File: src/rtl/instr_sequencer.sv
// Multi-cycle instruction sequencer: FETCH -> DECODE -> EXEC -> (MEM) -> WB.
// Owns the PC and the instruction register and publishes the state code
// (estado) for the downstream control-signal generator.
// Optional build macro SEQ_TIMEOUT_EN adds a fetch timeout that halts the
// sequencer and raises err after TIMEOUT_CYC unacknowledged request cycles.
module instr_sequencer #(
  parameter logic [31:0] RESET_PC    = 32'h0000_0000,
  parameter int          TIMEOUT_CYC = 16
) (
  input  logic        clk,
  input  logic        rst_n,
  input  logic        run,
  output logic        imem_req,
  output logic [31:0] imem_addr,
  input  logic        imem_ack,
  input  logic [31:0] imem_rdata,
  input  logic        dmem_done,
  input  logic        branch_taken,
  output logic [3:0]  estado,
  output logic [2:0]  tipo,
  output logic [2:0]  funct3,
  output logic [6:0]  funct7,
  output logic [31:0] instr,
  output logic [31:0] pc,
  output logic        halted
`ifdef SEQ_TIMEOUT_EN
  ,
  output logic        err
`endif
);

  typedef enum logic [3:0] {
    FETCH  = 4'b0000,
    DECODE = 4'b0001,
    EXEC   = 4'b0010,
    MEM    = 4'b0100,
    WB     = 4'b1111,
    HALT   = 4'b1000
  } state_t;

  localparam logic [31:0] NOP = 32'h0000_0013;

  state_t      state;
  logic [31:0] ir;

  // Branch displacement: 13-bit B-type immediate, sign-extended to 32 bits.
  function automatic logic signed [31:0] branch_off(input logic [31:0] w);
    branch_off = {{19{w[31]}}, w[31], w[7], w[30:25], w[11:8], 1'b0};
  endfunction

  // Only these four major opcodes are executed; anything else halts.
  function automatic logic opcode_legal(input logic [6:0] op);
    opcode_legal = (op == 7'b0010011) || (op == 7'b0000011) ||
                   (op == 7'b0110011) || (op == 7'b1100011);
  endfunction

  // Requests follow run combinationally so an ack can land on the first
  // FETCH cycle; reset forces the request low even while run is high.
  assign imem_req  = rst_n && run && (state == FETCH);
  assign imem_addr = pc;
  assign estado    = state;
  assign halted    = (state == HALT);
  assign instr     = ir;
  assign tipo      = ir[6:4];
  assign funct3    = ir[14:12];
  assign funct7    = ir[31:25];

`ifdef SEQ_TIMEOUT_EN
  localparam int CNT_W = $clog2(TIMEOUT_CYC + 1);
  logic [CNT_W-1:0] cnt;
`else
  logic unused_timeout_cfg;
  assign unused_timeout_cfg = (TIMEOUT_CYC == 0);
`endif

  // Sequencer FSM with PC and IR state.
  always_ff @(posedge clk or negedge rst_n) begin
    if (!rst_n) begin
      state <= FETCH;
      pc    <= RESET_PC;
      ir    <= NOP;
`ifdef SEQ_TIMEOUT_EN
      cnt   <= '0;
      err   <= 1'b0;
`endif
    end else begin
      case (state)
        FETCH: begin
          if (imem_req && imem_ack) begin
            ir    <= imem_rdata;
            state <= DECODE;
`ifdef SEQ_TIMEOUT_EN
            cnt   <= '0;
`endif
          end
`ifdef SEQ_TIMEOUT_EN
          else if (imem_req) begin
            if (cnt == CNT_W'(TIMEOUT_CYC - 1)) begin
              state <= HALT;
              err   <= 1'b1;
              cnt   <= '0;
            end else begin
              cnt <= cnt + 1'b1;
            end
          end
`endif
        end
        DECODE: state <= opcode_legal(ir[6:0]) ? EXEC : HALT;
        EXEC:   state <= (ir[6:4] == 3'b000) ? MEM : WB;
        MEM:    if (dmem_done) state <= WB;
        WB: begin
          if (ir[6:4] == 3'b110 && branch_taken) pc <= pc + branch_off(ir);
          else                                   pc <= pc + 32'd4;
          state <= FETCH;
        end
        HALT:    state <= HALT;
        default: state <= HALT;
      endcase
    end
  end

endmodule

File: config.mk
export PLATFORM = sky130hd
export DESIGN_NAME = instr_sequencer
export DESIGN_NICKNAME = d
export VERILOG_FILES = /design/src/rtl/instr_sequencer.sv
export SDC_FILE = /design/constraint.sdc
export NUM_CORES = 1
export LEC_CHECK = 0
export CAP_MARGIN = 30
export CORE_ASPECT_RATIO = 1.5
export CORE_MARGIN = 2
export CORE_UTILIZATION = 45
export CTS_BUF_LIST = sky130_fd_sc_hd__clkbuf_16
export CTS_CLUSTER_SIZE = 12
export DETAILED_ROUTE_END_ITERATION = 10
export DONT_BUFFER_PORTS = 1
export HOLD_SLACK_MARGIN = 0.15
export PLACE_DENSITY = 0.6
export SYNTH_ARGS = -nofsm -noshare
export SYNTH_HDL_FRONTEND = slang
export SYNTH_SLANG_ARGS = --single-unit
File: constraint.sdc
create_clock -name clk -period 2.91 [get_ports clk]
set_input_delay 0 -clock clk [delete_from_list [all_inputs] [get_ports clk]]
set_output_delay 0 -clock clk [all_outputs]
set_load 0.01 [all_outputs]
==> impl_metrics.prom, run 1 <==
# TYPE chip_impl_metric gauge
chip_impl_metric{name="maxCapViolCount",unit=""} 0
chip_impl_metric{name="grt_overflow",unit=""} 0
chip_impl_metric{name="row_count",unit=""} 48
chip_impl_metric{name="detailroute.via_count",unit=""} 4878
chip_impl_metric{name="cts.path.max_buffers",unit=""} 2
chip_impl_info{name="tritoncts_clock_tree",value="done"} 1
chip_impl_metric{name="detail_route.first_pass.iterations",unit=""} 5
chip_impl_info{name="dominantRegCellSynth",value="sky130_fd_sc_hd__dfrtp_1"} 1
chip_impl_metric{name="fmax",unit="MHz"} 356.8
chip_impl_metric{name="grt_pass1_wl",unit="mm"} 24.27
chip_impl_metric{name="ys_warn_count",unit=""} 0
chip_impl_metric{name="timing_max_transition_violations_final",unit=""} 0
chip_impl_info{name="startpoint_type",value="register"} 1
chip_impl_metric{name="layout-drive-gt1-share",unit="%"} 21.71
chip_impl_metric{name="cts-buffers-inserted",unit=""} 9
chip_impl_metric{name="stdcell_area",unit="mm2"} 0.006359
chip_impl_metric{name="critical_path.n_buffers_inverters",unit=""} 2
chip_impl_metric{name="final_critical_path_setup_slack",unit="ns"} 0.1071
chip_impl_metric{name="area_delta_synth_final",unit="%"} 21.49
chip_impl_metric{name="grt_start_max_net_pins",unit=""} 68
chip_impl_info{name="timing.setup.critical_path_class",value="reg -> reg"} 1
chip_impl_info{name="rsz0062_at_grt",value="true"} 1
chip_impl_metric{name="worst_pin_slew",unit="ns"} 0.5431
chip_impl_metric{name="met3_wirelength",unit="mm"} 1.007
chip_impl_metric{name="drcViolationCount",unit=""} 0
chip_impl_metric{name="dp_slack",unit="ns"} -0.001136
chip_impl_metric{name="cts.sink_count",unit=""} 67
chip_impl_metric{name="port_buffers",unit=""} 0
chip_impl_metric{name="critical-path-max-stage-delay",unit="ns"} 0.50
chip_impl_info{name="yosys-top-cells-area",value="sky130_fd_sc_hd__dfrtp_1, sky130_fd_sc_hd__ha_1, sky130_fd_sc_hd__a21oi_1"} 1
chip_impl_info{name="timing.critical_path.cells",value="buf_6 > ha_1 > a21o_1 > a211oi_2 > o21ai_1 > o211a_1 > or3_1 > o221ai_2 > buf_4 > nor3_1 > or4b_1"} 1
chip_impl_metric{name="start_util",unit="%"} 45.87
chip_impl_metric{name="die_w",unit="um"} 92.06
chip_impl_metric{name="finalCritPeriodShare",unit="%"} 96.32
chip_impl_metric{name="ant_nets",unit=""} 0
chip_impl_metric{name="postSynth.asyncResetShare",unit="%"} 100.0
chip_impl_metric{name="clock_latency",unit="ns"} 0.33
chip_impl_metric{name="critical_path_arrival",unit="ns"} 3.01
chip_impl_metric{name="required",unit="ns"} 3.12
chip_impl_metric{name="synth-edff-count",unit=""} 0
chip_impl_info{name="top_signal_layer_used",value="met4"} 1
chip_impl_metric{name="report.final.setup_viol",unit=""} 0
chip_impl_metric{name="seq_area_frac_synth",unit="%"} 32.11
chip_impl_metric{name="post_drt_via_cell_ratio",unit=""} 5.898
chip_impl_info{name="crit_path_top_delay_cell",value="sky130_fd_sc_hd__or4b_1"} 1
chip_impl_metric{name="die-area",unit="mm2"} 0.01253
chip_impl_metric{name="finalHoldWorstSlack",unit="ns"} 0.1709
chip_impl_metric{name="skew",unit="ns"} 0.01073
chip_impl_metric{name="initial_antenna_violation_count",unit=""} 0
chip_impl_metric{name="worst-path-max-fanout",unit=""} 7
chip_impl_metric{name="syn-mean-instance-area",unit="um2"} 8.622
chip_impl_metric{name="dr.first_iter.drc_count",unit=""} 200
chip_impl_metric{name="detailed_place.area",unit="mm2"} 0.005582
chip_impl_info{name="outcome",value="completed"} 1
chip_impl_metric{name="post_layout_nets",unit=""} 742
chip_impl_metric{name="synthesis.area",unit="mm2"} 0.005234
chip_impl_metric{name="die_height",unit="um"} 136.1
chip_impl_metric{name="core_area",unit="mm2"} 0.01141
chip_impl_metric{name="synth_cell_type_count",unit=""} 58
chip_impl_metric{name="detail_route.wirelength",unit="mm"} 15.30
chip_impl_metric{name="irDropWorstVdd",unit="mV"} 0.3375
chip_impl_metric{name="wire_per_inst",unit="um"} 18.50
chip_impl_metric{name="total_global_route_track_usage",unit="%"} 24.45
chip_impl_info{name="worstHoldPathType",value="in -> reg"} 1
chip_impl_metric{name="power.density",unit="mW/mm2"} 311.5
chip_impl_metric{name="yosysTopAreaCellShare",unit="%"} 30.60
chip_impl_metric{name="htreeDepth",unit=""} 3
chip_impl_metric{name="register_bit_count_reported_by_yosys",unit=""} 67
chip_impl_metric{name="static-leakage-power",unit="nW"} 2.955
chip_impl_info{name="netlist.top_cell.by_area",value="sky130_fd_sc_hd__dfrtp_1"} 1
chip_impl_metric{name="clk_transition_reported_paths",unit="ns"} 0.06
chip_impl_metric{name="insertedDiodeCount",unit=""} 0
chip_impl_info{name="critical-path-top-delay-family",value="simple AND/OR/NAND/NOR gates"} 1
chip_impl_metric{name="hold_viol_final",unit=""} 0
chip_impl_metric{name="maxSlewHeadroom",unit="%"} 63.28
chip_impl_info{name="clockRootBuffer",value="sky130_fd_sc_hd__clkbuf_16"} 1
chip_impl_info{name="worstSetupEndpointType",value="register"} 1
chip_impl_metric{name="hpwlAfterDp",unit="mm"} 10.89
chip_impl_metric{name="io-pin-count",unit=""} 153
chip_impl_metric{name="period_minus_slack",unit="ns"} 2.803
chip_impl_metric{name="first_global_vias",unit=""} 4933
chip_impl_metric{name="met2_wirelength",unit="mm"} 7.985
chip_impl_metric{name="sum_neg_setup_slack",unit="ns"} 0
chip_impl_metric{name="routabilityCongestion",unit=""} 0.9203
chip_impl_metric{name="synthCells",unit=""} 607
chip_impl_metric{name="met1Wirelength",unit="mm"} 5.940
==> flip-flops by register name, indices dropped and copies added (netlist names) <==
| register | count |
|---|---|
| imem_addr | 31 |
| instr | 32 |
| estado | 4 |
==> worst register-to-register path: cells and delay by family (launching register included) <==
family          cells  cell delay, ns
simple gates        3            0.86
compound gates      5            0.84
flops               1            0.48
buf+inv             2            0.32
fa+ha+maj           1            0.20
==> cell families (layout without fill, tap and decap cells) <==
| group | after synthesis | after routing | share of synthesized area [%] |
|---|---|---|---|
| buffers and inverters | 77 | 146 | 8.821 |
| AO/OA/AOI/OAI | 189 | 189 | 22.07 |
| AND/OR/NAND/NOR | 183 | 183 | 17.86 |
| XOR/XNOR | 24 | 24 | 4.016 |
| multiplexers | 34 | 34 | 7.268 |
| other | 1 | 2 | 0.07165 |
| adder cells (fa/ha/maj) | 32 | 32 | 7.793 |
| flip-flops | 67 | 67 | 32.11 |
==> worst paths after layout <==
| check | slack [ns] | start | cells past startpoint | to |
|---|---|---|---|---|
| max | 0.11 | instr[31]$_DFFE_PN0P_ | 11 | imem_addr[31]$_DFFE_PN0P_ |
| min in group asynchronous | 0.29 | rst_n | 2 | imem_addr[25]$_DFFE_PN0P_ |
| min reg2reg | 0.59 | instr[24]$_DFFE_PN0P_ | 1 | instr[24]$_DFFE_PN0P_ |
| max reg2reg | 0.11 | instr[31]$_DFFE_PN0P_ | 11 | imem_addr[31]$_DFFE_PN0P_ |
| min | 0.17 | branch_taken | 3 | imem_addr[2]$_DFFE_PN0P_ |
| max in group asynchronous | 2.29 | rst_n | 2 | instr[0]$_DFFE_PN1P_ |
==> synthesized netlist by cell type (5+ instances only) <==
library cell / n
sky130_fd_sc_hd__and4_1: 5
sky130_fd_sc_hd__inv_1: 11
sky130_fd_sc_hd__mux2_2: 32
sky130_fd_sc_hd__o21ai_0: 27
sky130_fd_sc_hd__o211ai_1: 5
sky130_fd_sc_hd__clkbuf_1: 16
sky130_fd_sc_hd__a211oi_1: 6
sky130_fd_sc_hd__and2_1: 6
sky130_fd_sc_hd__xor2_1: 9
sky130_fd_sc_hd__o21ai_1: 7
sky130_fd_sc_hd__buf_4: 46
sky130_fd_sc_hd__nand3_1: 17
sky130_fd_sc_hd__nand2_1: 49
sky130_fd_sc_hd__nor2_1: 41
sky130_fd_sc_hd__ha_1: 31
sky130_fd_sc_hd__nand2b_1: 5
sky130_fd_sc_hd__nand4_1: 10
sky130_fd_sc_hd__a21oi_1: 73
sky130_fd_sc_hd__a31oi_1: 8
sky130_fd_sc_hd__and3_1: 12
sky130_fd_sc_hd__dfrtp_1: 64
sky130_fd_sc_hd__nor3_1: 15
sky130_fd_sc_hd__xnor2_1: 15
sky130_fd_sc_hd__o22ai_1: 14
sky130_fd_sc_hd__a311oi_1: 5
sky130_fd_sc_hd__a21o_1: 14
==> final cells by class <==
| type | instances | area, um2 |
|---|---|---|
| Clock buffer | 9 | 225.2 |
| Clock inverter | 7 | 36.28 |
| Fill cell | 1040 | 5052 |
| Inverter | 11 | 41.29 |
| Multi-Input combinational cell | 464 | 3157 |
| Sequential cell | 67 | 1682 |
| Tap cell | 150 | 187.7 |
| Timing Repair Buffer | 119 | 1030 |
==> through the flow <==
| step | total power [W] | utilization, % | cells |
|---|---|---|---|
| 2_1_floorplan | 0.0009526 | - | 608 |
| 3_3_place_gp | 0.0009505 | 48.91 | 767 |
| 3_5_place_dp | 0.0009505 | 48.91 | 767 |
| 4_1_cts | 0.001999 | 55.14 | 824 |
| 5_1_grt | 0.002034 | 55.72 | 827 |
| 6_report | 0.001981 | 55.72 | 827 |
==> cell usage in the layout (no fill, tap or decap), types with 4 or more instances in the layout <==
cell type,n
sky130_fd_sc_hd__buf_4,76
sky130_fd_sc_hd__a21oi_1,70
sky130_fd_sc_hd__dfrtp_1,63
sky130_fd_sc_hd__nand2_1,49
sky130_fd_sc_hd__nor2_1,40
sky130_fd_sc_hd__dlygate4sd3_1,40
sky130_fd_sc_hd__mux2_2,32
sky130_fd_sc_hd__ha_1,30
sky130_fd_sc_hd__o21ai_0,26
sky130_fd_sc_hd__nand3_1,17
sky130_fd_sc_hd__xnor2_1,15
sky130_fd_sc_hd__a21o_1,14
sky130_fd_sc_hd__nor3_1,14
sky130_fd_sc_hd__o22ai_1,14
sky130_fd_sc_hd__inv_1,12
sky130_fd_sc_hd__and3_1,12
sky130_fd_sc_hd__nand4_1,10
sky130_fd_sc_hd__xor2_1,9
sky130_fd_sc_hd__clkbuf_16,9
sky130_fd_sc_hd__o21ai_1,8
sky130_fd_sc_hd__a31oi_1,8
sky130_fd_sc_hd__and2_1,6
sky130_fd_sc_hd__and4_1,5
sky130_fd_sc_hd__o211ai_1,5
sky130_fd_sc_hd__a211oi_1,4
sky130_fd_sc_hd__o31ai_1,4
sky130_fd_sc_hd__o21bai_1,4
sky130_fd_sc_hd__a211o_1,4
sky130_fd_sc_hd__a311oi_1,4
==> per-layer routing <==
layer  vias to the layer above  global-route usage [%]
li1                       2328                       -
met4                         0                   9.619
met5                         -                       0
met2                       181                   44.77
met1                      2344                   26.78
met3                        25                   6.375
==> report_power, final <==
group / total, W / internal (W) / switching, W
logic: 0.0000634 / 0.0000355 / 0.0000280
clock network: 0.000985 / 0.000564 / 0.000421
registers: 0.000932 / 0.000932 / 0
==> repair_timing <==
| item | in CTS | in global routing |
|---|---|---|
| resized for setup | 4 | 13 |
| endpoints found under the setup margin | 1 | 6 |
| buffers inserted | 0 | 3 |
| pin swaps | 0 | 6 |
| hold buffers | 41 | 0 |
| endpoints found under the hold margin | 102 | 0 |
Note: power is estimated with default switching activity, not from simulation.
==> inputs of run 2 (changes only) <==
--- a/constraint.sdc
+++ b/constraint.sdc
@@ -3,2 +3,2 @@
 set_output_delay 0 -clock clk [all_outputs]
-set_load 0.01 [all_outputs]
+set_load 0.02 [all_outputs]
==> run 2 against run 1 <==
Effect of this change:
- via count up 0.84%
- utilization up 1.3 points
- final cell count up 1.6%
- critical endpoint unchanged
- clock power up 21%
- non-clock buffer count up 13
- fmax down 0.23%
- total power up 10%
- register-to-register slack about the same
- sequential cell count unchanged
- final area up 2.4%
==> impl_metrics.prom, run 2 (synthesis results as in run 1) <==
# TYPE chip_impl_metric gauge
chip_impl_info{name="most-common-layout-cells",value="sky130_fd_sc_hd__buf_4, sky130_fd_sc_hd__a21oi_1, sky130_fd_sc_hd__dfrtp_1, sky130_fd_sc_hd__nand2_1"} 1
chip_impl_metric{name="detail_route.first_pass.iterations",unit=""} 4
chip_impl_metric{name="post_drt_via_cell_ratio",unit=""} 5.856
chip_impl_metric{name="cts-buffers-inserted",unit=""} 9
chip_impl_metric{name="clock_latency",unit="ns"} 0.34
chip_impl_metric{name="area_delta_synth_final",unit="%"} 24.41
chip_impl_metric{name="dr.first_iter.drc_count",unit=""} 149
chip_impl_metric{name="layout-drive-gt1-share",unit="%"} 23.91
chip_impl_metric{name="ant_nets",unit=""} 0
chip_impl_metric{name="grt_overflow",unit=""} 0
chip_impl_metric{name="maxCapViolCount",unit=""} 0
chip_impl_metric{name="core_area",unit="mm2"} 0.01141
chip_impl_metric{name="static-leakage-power",unit="nW"} 3.043
chip_impl_metric{name="clk_transition_reported_paths",unit="ns"} 0.06
chip_impl_metric{name="report.final.setup_viol",unit=""} 0
chip_impl_info{name="startpoint_type",value="register"} 1
chip_impl_metric{name="required",unit="ns"} 3.12
chip_impl_metric{name="detail_route.wirelength",unit="mm"} 15.31
chip_impl_metric{name="post_layout_nets",unit=""} 755
chip_impl_info{name="final_common_cell",value="sky130_fd_sc_hd__buf_4"} 1
chip_impl_metric{name="fillerInstances",unit=""} 1035
chip_impl_metric{name="irDropWorstVdd",unit="mV"} 0.4131
chip_impl_metric{name="place_inst",unit=""} 780
chip_impl_metric{name="finalCritPeriodShare",unit="%"} 96.54
chip_impl_metric{name="fmax",unit="MHz"} 355.9
chip_impl_metric{name="total_global_route_track_usage",unit="%"} 25.01
chip_impl_metric{name="initial_antenna_violation_count",unit=""} 0
chip_impl_metric{name="die-area",unit="mm2"} 0.01253
chip_impl_metric{name="hold_viol_final",unit=""} 0
chip_impl_metric{name="grt_start_max_net_pins",unit=""} 68
chip_impl_info{name="worst_path_most_repeated_cell",value="sky130_fd_sc_hd__buf_4"} 1
chip_impl_metric{name="insertedDiodeCount",unit=""} 0
chip_impl_metric{name="port_buffers",unit=""} 0
chip_impl_metric{name="row_count",unit=""} 48
chip_impl_metric{name="critical_path_arrival",unit="ns"} 3.02
chip_impl_metric{name="worst-path-max-fanout",unit=""} 8
chip_impl_info{name="tritoncts_clock_tree",value="done"} 1
chip_impl_metric{name="htreeDepth",unit=""} 3
chip_impl_metric{name="power.density",unit="mW/mm2"} 335.6
chip_impl_metric{name="skew",unit="ns"} 0.006766
chip_impl_metric{name="hpwlAfterDp",unit="mm"} 11.06
chip_impl_metric{name="die_height",unit="um"} 136.1
chip_impl_metric{name="die_w",unit="um"} 92.06
chip_impl_metric{name="io-pin-count",unit=""} 153
chip_impl_metric{name="grt_pass1_wl",unit="mm"} 25.02
chip_impl_metric{name="detailroute.via_count",unit=""} 4919
chip_impl_metric{name="sum_neg_setup_slack",unit="ns"} 0
chip_impl_info{name="worstHoldPathType",value="in -> reg"} 1
chip_impl_metric{name="critical-path-max-stage-delay",unit="ns"} 0.50
chip_impl_info{name="timing.critical_path.cells",value="buf_4 > ha_1 > a21o_1 > a211oi_2 > o21ai_1 > o211a_1 > or3_1 > o221ai_2 > buf_4 > nor3_1 > or4b_1"} 1
chip_impl_metric{name="start_util",unit="%"} 45.87
chip_impl_metric{name="maxSlewHeadroom",unit="%"} 36.93
chip_impl_metric{name="largest_register_ffs",unit=""} 32
chip_impl_info{name="clockRootBuffer",value="sky130_fd_sc_hd__clkbuf_16"} 1
chip_impl_metric{name="cts.path.max_buffers",unit=""} 2
chip_impl_metric{name="stdcell_count",unit=""} 840
chip_impl_info{name="worstSetupEndpointType",value="register"} 1
chip_impl_metric{name="drcViolationCount",unit=""} 0
chip_impl_metric{name="routabilityCongestion",unit=""} 0.9195
chip_impl_metric{name="first_global_vias",unit=""} 5170
chip_impl_metric{name="worst_pin_slew",unit="ns"} 0.9330
chip_impl_metric{name="timing_max_transition_violations_final",unit=""} 0
chip_impl_info{name="timing.setup.critical_path_class",value="reg -> reg"} 1
chip_impl_metric{name="period_minus_slack",unit="ns"} 2.809
chip_impl_metric{name="cts.sink_count",unit=""} 67
chip_impl_info{name="crit_path_top_delay_cell",value="sky130_fd_sc_hd__or4b_1"} 1
chip_impl_metric{name="wire_per_inst",unit="um"} 18.23
chip_impl_info{name="outcome",value="completed"} 1
## run 2: repair_timing
action | 4_1_cts | 5_1_grt
hold endpoints to repair | 103 | 0
pin swaps | 0 | 2
endpoints found under the setup margin | 1 | 8
resized for setup | 0 | 15
buffers inserted | 2 | 0
hold buffers | 42 | 0
## run 2: area by class of cell
type / instances / area, um2 / area share (%)
Multi-Input combinational cell: 464 / 3166 / 48.62
Sequential cell: 67 / 1684 / 25.86
Timing Repair Buffer: 132 / 1114 / 17.10
Clock buffer: 9 / 225.2 / 3.459
Tap cell: 150 / 187.7 / 2.882
Clock inverter: 7 / 93.84 / 1.441
Inverter: 11 / 41.29 / 0.6341
## run 2: final timing paths
kind                                          start                        end  slack (ns)  depth (start not counted)
hold / removal                         branch_taken  imem_addr[23]$_DFFE_PN0P_        0.20                          3
max in group asynchronous                     rst_n       instr[4]$_DFFE_PN1P_        2.38                          2
setup reg to reg              instr[31]$_DFFE_PN0P_  imem_addr[31]$_DFFE_PN0P_        0.10                         11
hold reg to reg            imem_addr[3]$_DFFE_PN0P_   imem_addr[3]$_DFFE_PN0P_        0.57                          2
min in group asynchronous                     rst_n  imem_addr[14]$_DFFE_PN0P_        0.21                          2
setup / recovery              instr[31]$_DFFE_PN0P_  imem_addr[31]$_DFFE_PN0P_        0.10                         11
## run 2: power breakdown
group / internal [W] / leakage [nW] / switching (W)
clock network: 0.000749 / 0.157 / 0.000440
registers: 0.000932 / 0.837 / 0
logic: 0.0000363 / 2.05 / 0.0000282
total: 0.00172 / 3.04 / 0.000468
## run 2: metal layers
layer,share of wire [%],GRT usage [%]
met5,0,0
met4,2.5,10.28
met3,6.5,6.541
met2,53,46.16
met1,38,26.88
## run 2: through the flow
step           util (%)  setup WS, ns  hold slack (ns)  area [um2]  power [W]
6_report          57.06        0.1006           0.2036        6511   0.002185
4_1_cts           56.45     -0.006541           0.2013        6441   0.002200
3_5_place_dp      49.68       0.01230          -0.2935        5669  0.0009516
3_3_place_gp      49.68       0.01611          -0.2930        5669  0.0009516
5_1_grt           57.06      -0.05005           0.2222        6511   0.002246
2_1_floorplan         -      0.002090          -0.2956        5241  0.0009538
## run 2: critical path, delay by kind of cell (launching register included)
family | cells | cell delay, ns
AND/OR/NAND/NOR | 3 | 0.86
AO/OA/AOI/OAI | 5 | 0.83
adder cells (fa/ha/maj) | 1 | 0.20
flip-flops | 1 | 0.46
buffers and inverters | 2 | 0.33
